`src/rtl/dht_sensor_emulator.sv`:
```
// DHT11-style sensor responder: detects the MCU start pulse, answers with the
// response handshake, 40 data bits and EOT. Optional macro: CHECKSUM_ERR_INJ_EN.
module dht_sensor_emulator #(
  parameter int CNT_W       = 21,
  parameter int T_START_MIN = 1_800_000,
  parameter int T_WAIT      = 2500,
  parameter int T_RESP_LOW  = 8000,
  parameter int T_RESP_HIGH = 8000,
  parameter int T_BIT_LOW   = 5000,
  parameter int T_ZERO_HIGH = 2650,
  parameter int T_ONE_HIGH  = 7000,
  parameter int T_EOT_LOW   = 5000,
  parameter int T_EOT_HIGH  = 8000
) (
  input  logic       clk,
  input  logic       rst,
  input  logic       dht_i,
  output logic       dht_pull_low_o,
  input  logic [7:0] hum_int_i,
  input  logic [7:0] hum_dec_i,
  input  logic [7:0] temp_int_i,
  input  logic [7:0] temp_dec_i,
`ifdef CHECKSUM_ERR_INJ_EN
  input  logic       chk_corrupt_i,
`endif
  output logic       busy_o,
  output logic       frame_done_o,
  output logic [5:0] bit_idx_o
);

  typedef enum logic [3:0] {
    S_IDLE, S_MEAS_LOW, S_RESP_WAIT, S_RESP_LOW, S_RESP_HIGH,
    S_BIT_LOW, S_BIT_HIGH, S_EOT_LOW, S_EOT_HIGH
  } state_t;

  localparam logic [CNT_W-1:0] L_START = CNT_W'(T_START_MIN);
  localparam logic [CNT_W-1:0] L_ONE   = CNT_W'(1);

  logic [1:0]       r_sync;
  state_t           r_state, w_state_nx;
  logic [CNT_W-1:0] r_cnt, w_cnt_nx, w_limit;
  logic [39:0]      r_sr, w_sr_nx;
  logic [5:0]       r_bit_idx, w_bit_idx_nx;
  logic             r_pull, w_pull_nx;
  logic             r_busy, w_busy_nx;
  logic             r_done, w_done_nx;
  logic             w_s, w_end;
  logic [7:0]       w_chk, w_chk_tx;

  assign w_s   = r_sync[1];
  assign w_chk = hum_int_i + hum_dec_i + temp_int_i + temp_dec_i;
`ifdef CHECKSUM_ERR_INJ_EN
  assign w_chk_tx = chk_corrupt_i ? ~w_chk : w_chk;
`else
  assign w_chk_tx = w_chk;
`endif

  always_ff @(posedge clk or negedge rst) begin
    if (!rst) begin
      r_sync    <= 2'b11;
      r_state   <= S_IDLE;
      r_cnt     <= '0;
      r_sr      <= '0;
      r_bit_idx <= '0;
      r_pull    <= 1'b0;
      r_busy    <= 1'b0;
      r_done    <= 1'b0;
    end else begin
      r_sync    <= {r_sync[0], dht_i};
      r_state   <= w_state_nx;
      r_cnt     <= w_cnt_nx;
      r_sr      <= w_sr_nx;
      r_bit_idx <= w_bit_idx_nx;
      r_pull    <= w_pull_nx;
      r_busy    <= w_busy_nx;
      r_done    <= w_done_nx;
    end
  end

  // Timed states start with cnt=1 and leave when cnt reaches their limit.
  always_comb begin
    w_limit = '0;
    case (r_state)
      S_RESP_WAIT: w_limit = CNT_W'(T_WAIT);
      S_RESP_LOW:  w_limit = CNT_W'(T_RESP_LOW);
      S_RESP_HIGH: w_limit = CNT_W'(T_RESP_HIGH);
      S_BIT_LOW:   w_limit = CNT_W'(T_BIT_LOW);
      S_BIT_HIGH:  w_limit = r_sr[39] ? CNT_W'(T_ONE_HIGH) : CNT_W'(T_ZERO_HIGH);
      S_EOT_LOW:   w_limit = CNT_W'(T_EOT_LOW);
      S_EOT_HIGH:  w_limit = CNT_W'(T_EOT_HIGH);
      default:     w_limit = '0;
    endcase
  end

  assign w_end = (r_cnt == w_limit);

  always_comb begin
    w_state_nx   = r_state;
    w_cnt_nx     = r_cnt + L_ONE;
    w_sr_nx      = r_sr;
    w_bit_idx_nx = r_bit_idx;
    w_busy_nx    = r_busy;
    w_done_nx    = 1'b0;
    case (r_state)
      S_IDLE: begin
        w_cnt_nx = '0;
        if (!w_s) begin
          w_state_nx = S_MEAS_LOW;
          w_cnt_nx   = L_ONE;
        end
      end
      S_MEAS_LOW: begin
        if (!w_s) begin
          w_cnt_nx = (r_cnt == '1) ? r_cnt : r_cnt + L_ONE;
        end else if (r_cnt >= L_START) begin
          w_sr_nx    = {hum_int_i, hum_dec_i, temp_int_i, temp_dec_i, w_chk_tx};
          w_busy_nx  = 1'b1;
          w_state_nx = S_RESP_WAIT;
          w_cnt_nx   = L_ONE;
        end else begin
          w_state_nx = S_IDLE;
          w_cnt_nx   = '0;
        end
      end
      S_RESP_WAIT: if (w_end) begin w_state_nx = S_RESP_LOW;  w_cnt_nx = L_ONE; end
      S_RESP_LOW:  if (w_end) begin w_state_nx = S_RESP_HIGH; w_cnt_nx = L_ONE; end
      S_RESP_HIGH: if (w_end) begin w_state_nx = S_BIT_LOW;   w_cnt_nx = L_ONE; end
      S_BIT_LOW:   if (w_end) begin w_state_nx = S_BIT_HIGH;  w_cnt_nx = L_ONE; end
      S_BIT_HIGH: begin
        if (w_end) begin
          w_cnt_nx = L_ONE;
          w_sr_nx  = {r_sr[38:0], 1'b0};
          if (r_bit_idx == 6'd39) begin
            w_state_nx   = S_EOT_LOW;
            w_bit_idx_nx = '0;
          end else begin
            w_state_nx   = S_BIT_LOW;
            w_bit_idx_nx = r_bit_idx + 6'd1;
          end
        end
      end
      S_EOT_LOW:   if (w_end) begin w_state_nx = S_EOT_HIGH;  w_cnt_nx = L_ONE; end
      S_EOT_HIGH: begin
        if (w_end) begin
          w_state_nx = S_IDLE;
          w_cnt_nx   = '0;
          w_busy_nx  = 1'b0;
          w_done_nx  = 1'b1;
        end
      end
      default: begin
        w_state_nx = S_IDLE;
        w_cnt_nx   = '0;
      end
    endcase
    w_pull_nx = (w_state_nx == S_RESP_LOW) || (w_state_nx == S_BIT_LOW) ||
                (w_state_nx == S_EOT_LOW);
  end

  assign dht_pull_low_o = r_pull;
  assign busy_o         = r_busy;
  assign frame_done_o   = r_done;
  assign bit_idx_o      = r_bit_idx;

endmodule
```
`config.mk`:
```
export PLATFORM = sky130hd
export DESIGN_NAME = dht_sensor_emulator
export DESIGN_NICKNAME = d
export VERILOG_FILES = /design/src/rtl/dht_sensor_emulator.sv
export SDC_FILE = /design/constraint.sdc
export NUM_CORES = 1
export LEC_CHECK = 0
export CORE_MARGIN = 1.5
export CORE_UTILIZATION = 40
export DETAILED_ROUTE_END_ITERATION = 12
export PLACE_DENSITY = 0.58
export SLEW_MARGIN = 20
export SYNTH_ARGS = -nofsm -noshare
export SYNTH_HDL_FRONTEND = slang
export SYNTH_SLANG_ARGS = --single-unit
export TNS_END_PERCENT = 100
```
`constraint.sdc`:
```
create_clock -name clk -period 3.4 [get_ports clk]
set_clock_uncertainty 0.1 [all_clocks]
set_input_delay 0.34 -clock clk [delete_from_list [all_inputs] [get_ports clk]]
set_output_delay 0.34 -clock clk [all_outputs]
set_load 0.02 [all_outputs]
```
==> impl_metrics.toml <==
[floorplan]
core_area_um2 = 11370
dieArea_um2 = 12220
io_pins = 44
die_y_um = 110.6
die_w_um = 110.6
rows = 39
start_util_pct = 40.71

[drt]
drtIter0Drc = 247
ant_nets = 0
vias = 3707
post_drt_via_cell_ratio = 5.311
wire_per_inst_um = 15.95
drt_wl_total_mm = 11.13
drt_drc_violations_left = 0
first_pass_iters = 4

[status]
outcome = "complete, no violations"

[timing]
finalHoldViolCount = 0
drv_slew = 0
period_needed_ns = 3.213
tns_ns = 0
setup_viol = 0
tightestPinTransition_ns = 0.9774
rsz0062_at_grt = "false"
clock.fmax_mhz = 311.2
slew_headroom_pct = 34.84
period_share_pct = 94.51
setup_slack_ns = 0.1865

[yosys]
yosys-top-cells-area = "dfrtp_1, nand2_1, fa_1, a31oi_1, nor2_1"
yosys-mux-area-fraction_pct = 1.649
syn_avg_cell_area_um2 = 9.075
synthXorXnorAreaFrac_pct = 6.056
seq_area_frac_synth_pct = 41.15
synth_top_area_share_pct = 40.01
synth-edff-count = 0
synth_top_family_by_area = "simple AND/OR/NAND/NOR gates"
syn-cell-area_um2 = 4628
synth_most_common_cell = "nand2_1"
yosys.area_share.simple_pct = 20.52
ys_top_cells_by_count = "nand2_1, dfrtp_1, nor2_1, a31oi_1, o21ai_0"
ys_types = 60
synth_compound_area_share_pct = 17.60
synth_fa_ha_area_share_pct = 8.759
yosysWarnings = 0
synthCells = 510
ys_async_sr_fraction_pct = 100.0
synthesis.nets = 569
ys_seq_elements = 76
synth.largest_area_cell = "dfrtp_1"
synth-main-ff-cell = "dfrtp_1"

[setup_path]
arrival_ns = 3.35
worst_path_largest_cell_delay_ns = 0.55
end_kind = "flop"
slowest_stage = "fa_1"
critical_path_required_ns = 3.53
startpoint_type = "input port"
crit_fanout = 3
crit_path_cell_trace = "clkdlybuf4s50_1 > fa_1 > fa_1 > inv_1 > fa_1 > nor2b_2 > nor3_1 > o21bai_1 > a21oi_1 > xnor2_1 > o21ai_0 > mux2_2"
criticalPathCategory = "input port to flop"
crit_top_cell = "fa_1"

[layout]
multi_input_area_um2 = 2536
fill_cells = 1093
seq_area_um2 = 1904
final_util_pct = 49.44
num_antenna_cells = 0
area_growth_pct = 21.47
final_cells = 698
drive_gt1_share_pct = 10.45
fin_area_um2 = 5622
nets = 609

[place]
port-buffer-count = 43
place_ws_ns = -0.2632
dpl_cell_area_um2 = 5234
dp_hpwl_mm = 8.002
placed_cells = 681
finalWeightedCongestion = 0.8891

[clock_tree]
clockBufferDepth = 2
cts_made_buffers = 9
cts-root-buf = "clkbuf_16"
clkSlewWorstSetupHoldPaths_ns = 0.06
clock_latency_ns = 0.35
cts_tree = "done"
clock_sinks = 76
h-tree-depth = 3

[global_route]
grt_pass1_vias = 3671
grt_pass1_wl_mm = 18.38
overflow = 0
grt_max_degree = 77
antenna_found_initial = 0
grt_use_total_pct = 18.94

[pwr]
powerDensity_nw_per_um2 = 627.3
vdd_ir_drop_max_v = 0.0003226
p_leak_nw = 2.247

[job]
cap_violations = 0

[hold_path]
hp-class = "input port to async pin"
-- layout by cell type (no fill, tap or decap), drive strengths merged, types with 5 or more instances in the layout --
cell | synthesis | final
nand4 | 5 | 5
a21oi | 20 | 20
o31ai | 5 | 5
clkdlybuf4s50 | 0 | 39
nand3 | 11 | 11
and3 | 5 | 5
nor2 | 61 | 61
clkbuf | 15 | 13
xnor2 | 23 | 23
dfrtp | 74 | 74
nand2 | 92 | 92
ha | 10 | 10
fa | 14 | 14
a31oi | 37 | 37
mux2 | 5 | 5
xor2 | 9 | 9
o21ai | 30 | 30
inv | 13 | 13
buf | 17 | 19
nor2b | 5 | 5
nor3 | 6 | 6
-- routing by layer --
| layer | global-route usage [%] | part of all wire (%) | vias up |
|---|---|---|---|
| li1 | - | - | 1845 |
| met1 | 25.48 | 48 | 1796 |
| met2 | 29.75 | 47 | 51 |
| met3 | 4.061 | 2.6 | 15 |
| met4 | 7.778 | 1.9 | 0 |
| met5 | 0 | 0 | - |
-- critical path: cells and delay by family --
kind	cells	cell delay (ns)
simple gates	2	0.25
xor+xnor	1	0.15
buf+inv	2	0.53
compound gates	3	0.31
fa+ha+maj	3	1.50
mux	1	0.27
-- metrics by stage --
stage / hold WS, ns / total power [mW]
4_1_cts: 0.1001 / 3.552
2_1_floorplan: -0.05559 / 2.005
3_3_place_gp: 0.2470 / 2.328
5_1_grt: 0.1243 / 3.753
3_5_place_dp: 0.2468 / 2.357
6_report: 0.02480 / 3.526
-- path summary, 6_finish.rpt --
kind | start | end | slack, ns | cells after the start
setup / recovery | hum_int_i[2] | r_sr[7]$_DFFE_PN0P_ | 0.19 | 12
setup reg to reg | r_state[0]$_DFF_PN0_ | r_sr[9]$_DFFE_PN0P_ | 0.36 | 8
hold reg to reg | r_sync[0]$_DFF_PN1_ | r_sync[1]$_DFF_PN1_ | 0.25 | 0
min in group clk | temp_int_i[1] | r_sr[17]$_DFFE_PN0P_ | 0.22 | 3
hold / removal | rst | bit_idx_o[2]$_DFFE_PN0P_ | 0.02 | 1
max in group asynchronous | rst | r_sr[2]$_DFFE_PN0P_ | 2.51 | 1
-- cells by family (layout without fill, tap and decap cells) --
group / after synthesis / in the layout
AO/OA/AOI/OAI: 119 / 119
AND/OR/NAND/NOR: 207 / 207
flip-flops: 76 / 76
XOR/XNOR: 32 / 32
multiplexers: 7 / 7
adder cells (fa/ha/maj): 24 / 24
buffers and inverters: 45 / 90
-- power by group --
part | internal, mW | switching [mW] | leakage, nW
Clock | 0.797 | 0.383 | 0.182
Combinational | 0.519 | 0.682 | 1.22
Sequential | 1.02 | 0.121 | 0.843
-- cell type report --
cell class	count	share of cell area [%]
clock inverter	3	1.602
tap	143	3.183
multi-input combinational	389	45.11
clock buffer	13	4.986
timing repair buffer	61	10.37
sequential	76	33.87
inverter	13	0.8680
-- registers in the layout, summed over array words and instances, names as in the netlist --
name and count:
bit_idx_o 6, busy_o 1, dht_pull_low_o 1, frame_done_o 1
r_cnt 21, r_sr 40, r_state 4, r_sync 2
-- what timing repair did --
action                                  in CTS  in global routing
gates resized for setup                      0                  4
endpoints found under the setup margin       0                  1
buffers inserted                             0                  1
hold buffers                                 0                  0
Power figures use the tool's default switching activity.
